<file path="src/rtl/m3_pkg.sv">
// Shared constants for the six-step PWM driver: FSM states, sector gate patterns, phase bit positions.
// Latency: n/a (package only).
// Backpressure: n/a.
package m3_pkg;

    typedef enum logic [1:0] {
        ST_OFF   = 2'd0,
        ST_BLANK = 2'd1,
        ST_DRIVE = 2'd2
    } state_t;

    localparam logic [2:0] SECTOR_IDLE = 3'd7;

    // Bit positions of each phase inside the 3-bit gate vectors (U is the MSB)
    localparam int PHASE_U = 2;
    localparam int PHASE_V = 1;
    localparam int PHASE_W = 0;

    localparam logic [2:0] GATE_U = 3'b001 << PHASE_U;
    localparam logic [2:0] GATE_V = 3'b001 << PHASE_V;
    localparam logic [2:0] GATE_W = 3'b001 << PHASE_W;

    // Sector patterns packed as {high-side, low-side}
    localparam logic [5:0] PAT_S0 = {GATE_U, GATE_V};
    localparam logic [5:0] PAT_S1 = {GATE_U, GATE_W};
    localparam logic [5:0] PAT_S2 = {GATE_V, GATE_W};
    localparam logic [5:0] PAT_S3 = {GATE_V, GATE_U};
    localparam logic [5:0] PAT_S4 = {GATE_W, GATE_U};
    localparam logic [5:0] PAT_S5 = {GATE_W, GATE_V};

    function automatic logic [5:0] sector_pat(input logic [2:0] sector);
        case (sector)
            3'd0:    sector_pat = PAT_S0;
            3'd1:    sector_pat = PAT_S1;
            3'd2:    sector_pat = PAT_S2;
            3'd3:    sector_pat = PAT_S3;
            3'd4:    sector_pat = PAT_S4;
            3'd5:    sector_pat = PAT_S5;
            default: sector_pat = 6'b000_000;
        endcase
    endfunction

endpackage

</file>
<file path="src/rtl/m3_sixsteppwmdriver_if.sv">
// Command inputs and gate outputs of the six-step driver grouped as one bundle.
// Latency: n/a (wiring only).
// Backpressure: none; inputs are sampled every cycle.
interface m3_sixsteppwmdriver_if;
    logic [3:0] stepI;
    logic [9:0] powerLevelI;
    logic       invRotateI;
    logic       forceStopI;
    logic [2:0] hiO;
    logic [2:0] loO;
    logic [2:0] sectorO;
    logic       drivingO;

    modport master (
        output stepI, powerLevelI, invRotateI, forceStopI,
        input  hiO, loO, sectorO, drivingO
    );

    modport slave (
        input  stepI, powerLevelI, invRotateI, forceStopI,
        output hiO, loO, sectorO, drivingO
    );
endinterface

</file>
<file path="src/rtl/m3_pwmCarrier.sv">
// PWM carrier: free-running period counter plus a duty register that only reloads at the wrap.
// Latency: pwm_on is the high-side enable for the cycle after the coming edge (matches the registered gates).
// Backpressure: none; power_level is sampled only on the wrap cycle.
module m3_pwmCarrier #(
    parameter int PWM_PERIOD = 1000
) (
    input  logic       clkI,
    input  logic       nRstI,
    input  logic [9:0] power_level,
    output logic       pwm_on
);
    localparam logic [9:0] PERIOD   = 10'(PWM_PERIOD);
    localparam logic [9:0] CNT_LAST = 10'(PWM_PERIOD - 1);

    logic [9:0] pwm_cnt;
    logic [9:0] duty_reg;
    logic [9:0] cnt_nxt;
    logic [9:0] duty_nxt;
    logic [9:0] duty_clamped;
    logic       wrap;

    // Next carrier count and duty; duty only moves at the wrap so a period is never split
    always_comb begin
        wrap         = (pwm_cnt == CNT_LAST);
        duty_clamped = (power_level > PERIOD) ? PERIOD : power_level;
        cnt_nxt      = wrap ? 10'd0 : pwm_cnt + 10'd1;
        duty_nxt     = wrap ? duty_clamped : duty_reg;
        // Evaluated on next-cycle values because the top registers the gates on the same edge
        pwm_on       = (cnt_nxt < duty_nxt);
    end

    // Carrier counter and duty register
    always_ff @(posedge clkI or negedge nRstI) begin
        if (!nRstI) begin
            pwm_cnt  <= 10'd0;
            duty_reg <= 10'd0;
        end else begin
            pwm_cnt  <= cnt_nxt;
            duty_reg <= duty_nxt;
        end
    end

endmodule

</file>
<file path="src/rtl/m3_sixsteppwmdriver.sv">
// Six-step bridge driver: step index -> sector, dead-time blanking on every sector change, PWM on the high side.
// Latency: gates registered, one cycle after inputs are sampled; DEAD_TIME all-off cycles before any new sector.
// Backpressure: none; forceStopI is honoured every cycle with top priority.
module m3_sixsteppwmdriver
    import m3_pkg::*;
#(
    parameter int PWM_PERIOD = 1000,
    parameter int DEAD_TIME  = 4
) (
    input logic                  clkI,
    input logic                  nRstI,
    m3_sixsteppwmdriver_if.slave bus
);
    localparam logic [3:0] BLANK_LOAD = 4'(DEAD_TIME - 1);

    state_t     state;
    state_t     state_nxt;
    logic [3:0] blank_cnt;
    logic [3:0] blank_nxt;
    logic [2:0] cur_sector;
    logic [2:0] sector_nxt;
    logic [2:0] raw_sector;
    logic [2:0] target;
    logic       target_vld;
    logic       drive_nxt;
    logic       pwm_on;
    logic [5:0] pat;

    m3_pwmCarrier #(
        .PWM_PERIOD (PWM_PERIOD)
    ) u_carrier (
        .clkI        (clkI),
        .nRstI       (nRstI),
        .power_level (bus.powerLevelI),
        .pwm_on      (pwm_on)
    );

    // Map the 12-step index onto one of six sectors; reverse rotation mirrors the order
    always_comb begin
        target_vld = (bus.stepI <= 4'd11);
        raw_sector = bus.stepI[3:1];
        if (!target_vld) begin
            target = SECTOR_IDLE;
        end else if (bus.invRotateI) begin
            target = 3'd5 - raw_sector;
        end else begin
            target = raw_sector;
        end
    end

    // Next-state logic; any sector change, including jumps, is routed through BLANK
    always_comb begin
        state_nxt  = state;
        blank_nxt  = blank_cnt;
        sector_nxt = cur_sector;
        if (bus.forceStopI) begin
            state_nxt = ST_OFF;
        end else begin
            case (state)
                ST_OFF: begin
                    if (target_vld) begin
                        state_nxt = ST_BLANK;
                        blank_nxt = BLANK_LOAD;
                    end
                end
                ST_BLANK: begin
                    // The target seen on the final blank cycle wins; earlier changes do not restart the blank
                    if (blank_cnt == 4'd0) begin
                        if (target_vld) begin
                            state_nxt  = ST_DRIVE;
                            sector_nxt = target;
                        end else begin
                            state_nxt = ST_OFF;
                        end
                    end else begin
                        blank_nxt = blank_cnt - 4'd1;
                    end
                end
                ST_DRIVE: begin
                    if (!target_vld) begin
                        state_nxt = ST_OFF;
                    end else if (target != cur_sector) begin
                        state_nxt = ST_BLANK;
                        blank_nxt = BLANK_LOAD;
                    end
                end
                default: state_nxt = ST_OFF;
            endcase
        end
        drive_nxt = (state_nxt == ST_DRIVE);
        pat       = sector_pat(sector_nxt);
    end

    // FSM state and registered gate outputs; the hi/lo pair comes from disjoint patterns so a phase never shoots through
    always_ff @(posedge clkI or negedge nRstI) begin
        if (!nRstI) begin
            state        <= ST_OFF;
            blank_cnt    <= 4'd0;
            cur_sector   <= SECTOR_IDLE;
            bus.hiO      <= 3'b000;
            bus.loO      <= 3'b000;
            bus.sectorO  <= SECTOR_IDLE;
            bus.drivingO <= 1'b0;
        end else begin
            state        <= state_nxt;
            blank_cnt    <= blank_nxt;
            cur_sector   <= sector_nxt;
            bus.hiO      <= drive_nxt ? (pat[5:3] & {3{pwm_on}}) : 3'b000;
            bus.loO      <= drive_nxt ? pat[2:0] : 3'b000;
            bus.sectorO  <= drive_nxt ? sector_nxt : SECTOR_IDLE;
            bus.drivingO <= drive_nxt;
        end
    end

endmodule

</file>
<file path="src/flat_wrapper.sv">
// flat-port wrapper written by rule: the top's interface ports become plain ports
module m3_sixsteppwmdriver_flat import m3_pkg::*;
#(
    parameter int PWM_PERIOD = 1000,
    parameter int DEAD_TIME  = 4
)
  (clkI, nRstI, bus_stepI, bus_powerLevelI, bus_invRotateI, bus_forceStopI, bus_hiO, bus_loO, bus_sectorO, bus_drivingO);
  m3_sixsteppwmdriver_if bus_i ();
  input logic clkI;
  input logic nRstI;
  input wire logic [$bits(bus_i.stepI)-1:0] bus_stepI;
  input wire logic [$bits(bus_i.powerLevelI)-1:0] bus_powerLevelI;
  input wire logic [$bits(bus_i.invRotateI)-1:0] bus_invRotateI;
  input wire logic [$bits(bus_i.forceStopI)-1:0] bus_forceStopI;
  output wire logic [$bits(bus_i.hiO)-1:0] bus_hiO;
  output wire logic [$bits(bus_i.loO)-1:0] bus_loO;
  output wire logic [$bits(bus_i.sectorO)-1:0] bus_sectorO;
  output wire logic [$bits(bus_i.drivingO)-1:0] bus_drivingO;
  assign bus_i.stepI = bus_stepI;
  assign bus_i.powerLevelI = bus_powerLevelI;
  assign bus_i.invRotateI = bus_invRotateI;
  assign bus_i.forceStopI = bus_forceStopI;
  assign bus_hiO = bus_i.hiO;
  assign bus_loO = bus_i.loO;
  assign bus_sectorO = bus_i.sectorO;
  assign bus_drivingO = bus_i.drivingO;
  m3_sixsteppwmdriver #(.PWM_PERIOD(PWM_PERIOD), .DEAD_TIME(DEAD_TIME)) u_core (.clkI(clkI), .nRstI(nRstI), .bus(bus_i));
endmodule
</file>
<file path="config.mk">
export PLATFORM = sky130hd
export DESIGN_NAME = m3_sixsteppwmdriver_flat
export DESIGN_NICKNAME = d
export VERILOG_FILES = /design/src/rtl/m3_pkg.sv /design/src/rtl/m3_sixsteppwmdriver_if.sv /design/src/rtl/m3_pwmCarrier.sv /design/src/rtl/m3_sixsteppwmdriver.sv /design/src/flat_wrapper.sv
export SDC_FILE = /design/constraint.sdc
export NUM_CORES = 1
export LEC_CHECK = 0
export ABC_AREA = 0
export CAP_MARGIN = 20
export CORE_ASPECT_RATIO = 0.75
export CORE_UTILIZATION = 45
export DETAILED_ROUTE_END_ITERATION = 10
export GPL_TIMING_DRIVEN = 0
export PLACE_DENSITY_LB_ADDON = 0.08
export SKIP_CTS_REPAIR_TIMING = 1
export SLEW_MARGIN = 15
export SYNTH_ARGS = -nofsm -noshare
export SYNTH_HDL_FRONTEND = slang
export SYNTH_HIERARCHICAL = 1
export SYNTH_SLANG_ARGS = --single-unit
</file>
<file path="constraint.sdc">
create_clock -name clkI -period 8.64 [get_ports clkI]
set_input_delay 0.864 -clock clkI [delete_from_list [all_inputs] [get_ports clkI]]
set_output_delay 0.864 -clock clkI [all_outputs]
set_load 0.03 [all_outputs]
</file>
* Word-level counts from Yosys, hierarchy flattened
Index checks and enable logic that the tools add are counted.
** Word-level totals
- Flip-flop bits (word level) :: 39
- Output and inout bits :: 10
** Operators by class
- Add/subtract/negate cells :: 3
- $lt $le $gt $ge :: 3
- Equal/unequal tests :: 14
- Muxes and demuxes :: 25
- Bitwise gates (word level) :: 2
- Reductions and logical operators :: 5
** Operators by type and width (number)
- $pmux W6 S6 :: 1
- $mux W10 :: 3
- $mux W3 :: 9
- $mux W4 :: 4
- $mux W2 :: 6
- $pmux W4 S3 :: 1
- $add A10 B1 Y10 const B :: 1
- $eq A10 B10 Y1 const B :: 1
- $gt A10 B10 Y1 const B :: 1
- $lt A10 B10 Y1 :: 1
- $eq A3 B2 Y1 const B :: 2
- $eq A3 B3 Y1 const B :: 2
- $ne A2 B1 Y1 const B :: 3
- $pmux W2 S3 :: 1
- $reduce_and A6 Y1 :: 1
- $eq A2 B2 Y1 const B :: 2
- $le A4 B4 Y1 const B :: 1
- $logic_not A4 Y1 :: 1
- $sub A4 B1 Y4 const B :: 1
- $and A3 B3 Y3 :: 1
- $eq A3 B1 Y1 const B :: 1
- $logic_not A3 Y1 :: 1
- $ne A3 B3 Y1 :: 1
- $reduce_bool A3 Y1 :: 1
- 5 further kinds :: 5

* Longest topological paths before layout
- Depth after elaboration :: 11
- Depth in mapped cells :: 13
- Depth with buffers taken out :: 12

* Cells and area by module
Netlist, hierarchy kept.
** Modules (own cells, without submodules)
- m3_pwmCarrier :: times used 1, cells each 111, area each 1161.1 µm², sequential area each 500.5 µm²
- m3_sixsteppwmdriver :: times used 1, cells each 98, area each 1048.5 µm², sequential area each 483.0 µm²

* Worst setup path before layout
Ideal clock, no wire load.
- Path type :: register to register
- From :: register u_core.u_carrier.pwm_cnt[0]
- To :: register u_core.bus.hiO[2]
- Library setup time :: 120 ps
- Arrival :: 2854 ps
- Data required time :: 8520 ps
- Setup slack :: 5666 ps
- Stages on the path, launching flop included :: 13
- Buffers on the path :: 2
- Cell sequence :: dfrtp_1 > ha_1 > nand2_2 > or4_4 > buf_6 > buf_8 > mux2i_2 > ha_1 > nand4_1 > or3b_2 > a311oi_1 > nor3_1 > and4_1
** On the way
- Cells in the longest elaborated chain, start to end :: 5
- Elaborated cells between the ends (all ways) :: 7
- Classes of those cells :: add/sub (1); order compare (1); eq/ne (1); mux (3); bitwise (1)
** Ends and longest elaborated chain
- start: declaration :: line m3_pwmCarrier.sv:15 : logic [9:0] pwm_cnt;
- start signal: assignment :: line m3_pwmCarrier.sv:38 : pwm_cnt <= cnt_nxt;
- $add A10 B1 Y10 or $eq A10 B10 Y1 (tied branches) :: line m3_pwmCarrier.sv:26, m3_pwmCarrier.sv:24
- $mux W10 (on tied branches) :: line m3_pwmCarrier.sv:26, m3_pwmCarrier.sv:27
- $lt A10 B10 Y1 * :: line m3_pwmCarrier.sv:29 : pwm_on = (cnt_nxt < duty_nxt);
- net u_core.pwm_on :: line m3_sixsteppwmdriver.sv:26 : logic pwm_on;
- $and A3 B3 Y3 * :: line m3_sixsteppwmdriver.sv:108 : bus.hiO <= drive_nxt ? (pat[5:3] & {3{pwm_on}}) : 3'b000;
- $mux W3 * :: line m3_sixsteppwmdriver.sv:108
- end signal: assignment :: line m3_sixsteppwmdriver.sv:108
- end: declaration :: line m3_sixsteppwmdriver_if.sv:21 : output hiO, loO, sectorO, drivingO
The timed path passes the listed nets; every way through them passes the cells marked *.
A chain may end at the register's enable or synchronous reset.

* Worst setup path after layout
- From :: register u_core.u_carrier.pwm_cnt[0]
- To :: register u_core.bus.hiO[2]
** On the way
- Cells in the longest elaborated chain, start to end :: 5
- Elaborated cells between the ends (all ways) :: 7
- Classes of those cells :: add/sub (1); order compare (1); eq/ne (1); mux (3); bitwise (1)
** Ends and longest elaborated chain
- $add A10 B1 Y10 or $eq A10 B10 Y1 (tied branches) :: line m3_pwmCarrier.sv:26, m3_pwmCarrier.sv:24
- $mux W10 * :: line m3_pwmCarrier.sv:26 : cnt_nxt = wrap ? 10'd0 : pwm_cnt + 10'd1;
- net u_core.u_carrier.cnt_nxt[9] :: line m3_pwmCarrier.sv:17 : logic [9:0] cnt_nxt;
- $lt A10 B10 Y1 * :: line m3_pwmCarrier.sv:29
- net u_core.pwm_on :: line m3_sixsteppwmdriver.sv:26
- $and A3 B3 Y3 * :: line m3_sixsteppwmdriver.sv:108
- $mux W3 * :: line m3_sixsteppwmdriver.sv:108
Marks and branches as above.

==> impl_metrics.csv <==
group,metric,value,unit
route,vias_per_cell,5.326,
floorplan,die_h,62.69,microns
power_and_ir_drop,total_power,465.5,uW
timing,worstMarginPinSlew,0.7190,ns
flow_run,cap_violations,0,
clocking,clk_path_buf_depth,2,
timing,relSlewSlack,51.63,%
worst_setup_path,worstSetupEndpointType,"register",
timing,rsz0062_at_grt,"false",
logic_synthesis,synth_area_leaders,"dfrtp_1, ha_1, dfstp_2",
worst_setup_path,crit_arrival,3.78,ns
logic_synthesis,synth_ff_type,"dfrtp_1",
route,antenna_left,0,
placement,port_buffers,26,
worst_setup_path,cp_cell_sequence,"ha_1 -> nand2_2 -> nor4_1 -> buf_2 -> o21ai_0 -> a21o_1 -> ha_1 -> nand4_1 -> or3b_2 -> a311oi_1 -> nor3_1 -> and4_1",
floorplan,rows,21,
route,vias,1603,
timing,fin_crit,3.594,ns
worst_setup_path,critPathMaxStageDelay,0.65,ns
placement,pre_cts_slack,4.992,ns
grt,gr-total-overflow,0,
route,wire_per_inst,14.31,microns
logic_synthesis,synth.most_common_cell,"dfrtp_1",
logic_synthesis,synth_edf_count,0,
logic_synthesis,ys_ff_latch,39,
logic_synthesis,yosysSeqAreaShare,44.51,%
timing,max_freq,0.2783,GHz
placement,gp_congestion,0.7617,
logic_synthesis,synth_cell_types,57,
timing,finClkSkew,0.006340,ns
cells_and_area,final_nets,274,
route,drt-total-wl,4.308,mm
floorplan,io_pins,28,
clocking,clock_latency,0.30,ns
timing,whs,0.4648,ns
floorplan,coreArea,4598,sq um
power_and_ir_drop,irDropWorstVdd,0.1209,mV
timing,finalHoldViolCount,0,
clocking,path_clk_slew,0.08,ns
worst_setup_path,cp_max_fo,10,
logic_synthesis,synthArstFlopShare,100.0,%
timing,setup_slack,5.046,ns
power_and_ir_drop,leakage,0.001250,uW
worst_setup_path,crit_top_cell,"ha_1",
worst_setup_path,cp-start-kind,"register",
power_and_ir_drop,p_int,330.0,uW
clocking,cts_buffers,5,
floorplan,start_util,48.05,%
worst_setup_path,rr_startpoint,"u_core/u_carrier/pwm_cnt[0]",
clocking,htreeDepth,2,
power_and_ir_drop,power_density,174.4,nW/um^2
worst_setup_path,crit_slowest_cell,"nor4_1",
timing,finalCritPeriodShare,41.59,%
route,drc_errors,0,
floorplan,die_area,5198,sq um
worst_setup_path,setup.worst_path.class,"reg2reg",
route,firstDrtPassIters,4,
grt,grt_max_degree,25,
grt,track_usage,18.84,%
logic_synthesis,postSynthCellCount,209,
grt,antenna_found_initial,0,
power_and_ir_drop,pwr-share-comb,19.9,%
worst_setup_path,crit_start,"u_core/u_carrier/pwm_cnt[0]",
clocking,cts_sinks,39,
cells_and_area,fin_cells,301,
power_and_ir_drop,swShare,29.11,%
clocking,cts.root.buffer_cell,"clkbuf_8",
clocking,cts_tree,"done",
grt,grt_pass1_wl,7.590,mm
cells_and_area,syn2layout_area_growth,20.78,%
timing,setup_viol,0,
cells_and_area,diodes,0,
worst_hold_path,hold_path_class,"in2async",
grt,grt_pass1_vias,1535,
worst_setup_path,crit_buf_inv,1,
logic_synthesis,mappedNetlistArea,2210,sq um
logic_synthesis,yosysTopAreaCell,"dfrtp_1",
logic_synthesis,synth_warnings,6,
logic_synthesis,synth_fp_nets,240,
worst_setup_path,ff2ff_setup_slack,5.05,ns
logic_synthesis,synthTopCellsByCount,"dfrtp_1, a21oi_1, ha_1, inv_1",
outcome,outcome,"finished clean",
power_and_ir_drop,power_frac_clock,32.9,%
placement,dp_cells,293,
worst_setup_path,crit_family,"simple AND/OR/NAND/NOR gates",
logic_synthesis,avgSynthCellArea,10.57,sq um
timing,slew_violations,0,
route,drtIter0Drc,80,
worst_setup_path,cp_data_required_time,8.83,ns
logic_synthesis,synth_top_area_share,37.37,%
power_and_ir_drop,power_frac_seq,47.2,%
power_and_ir_drop,switchingPower,135.5,uW
placement,dpl.hpwl,3.260,mm
floorplan,dieWidth,82.92,microns
timing,setup_tns,0,ns
cells_and_area,drive_gt1_share,18.03,%
## cell type report
cell class | count | area, sq um
fill | 396 | 1929
buffer | 5 | 47.55
timing repair buffer | 27 | 275.3
sequential | 39 | 983.4
inverter | 17 | 63.81
multi-input combinational | 148 | 1115
tap | 57 | 71.32
clock buffer | 5 | 68.82
clock inverter | 3 | 43.79
## layout by cell type (no fill, tap or decap), drive strengths merged, types with 3 or more instances in the layout
master / instances
nand3: 10
o21ai: 4
clkbuf: 5
nand2: 11
nor3: 10
a21o: 9
nor2: 10
and4: 3
a21oi: 14
nor2b: 4
ha: 13
buf: 7
and3: 4
inv: 17
nor4: 4
mux2i: 7
xor2: 6
dfstp: 6
xnor2: 4
clkdlybuf4s50: 25
dfrtp: 33
## through the flow
stage | area [sq um] | utilization (%)
6_report | 2669 | 58.04
5_1_grt | 2669 | 58.04
4_1_cts | 2669 | 58.04
3_5_place_dp | 2556 | 55.59
3_3_place_gp | 2541 | 55.27
2_1_floorplan | 2210 | -
## metal layers
metal  global-route usage (%)  vias to the layer above  share of wire (%)
met4                    7.112                        0               0.42
met5                        0                        -                  0
met3                    4.491                        2                5.0
li1                         -                      834                  -
met2                    23.67                       33                 37
met1                    30.27                      734                 57
## path summary, 6_finish.rpt
check | end | cells past startpoint
max | u_core/bus.hiO[2] | 12
min | u_core/u_carrier/pwm_cnt[3] | 1
max reg2reg | u_core/bus.hiO[2] | 12
min reg2reg | u_core/u_carrier/duty_reg[0] | 2
max in group asynchronous | u_core/cur_sector[1] | 2
min in group clkI | u_core/u_carrier/duty_reg[0] | 2
## cells by family (layout without fill, tap and decap cells)
logic type / count (synthesis) / after routing / synth area share [%]
simple gates: 74 / 74 / 19.93
compound gates: 43 / 43 / 14.61
flops: 39 / 39 / 44.51
buf+inv: 22 / 57 / 5.039
fa+ha+maj: 13 / 13 / 7.361
xor+xnor: 10 / 10 / 3.964
mux: 8 / 8 / 4.587
## worst reg2reg max path: cells and delay by family (launching register included)
family | cells | cell delay [ns]
and+or+nand+nor | 6 | 1.63
adders and majority gates | 2 | 0.56
AOI/OAI and AO/OA | 3 | 0.54
DFF | 1 | 0.41
buffers and inverters | 1 | 0.34
## power groups by stage
stage	logic, uW	registers (uW)	clock network [uW]
6_report	92.4	220	153
5_1_grt	106	222	166
4_1_cts	92.8	220	160
3_5_place_dp	92.3	222	0
3_3_place_gp	90.3	223	0
2_1_floorplan	65.1	220	0
Power figures use the tool's default switching activity.
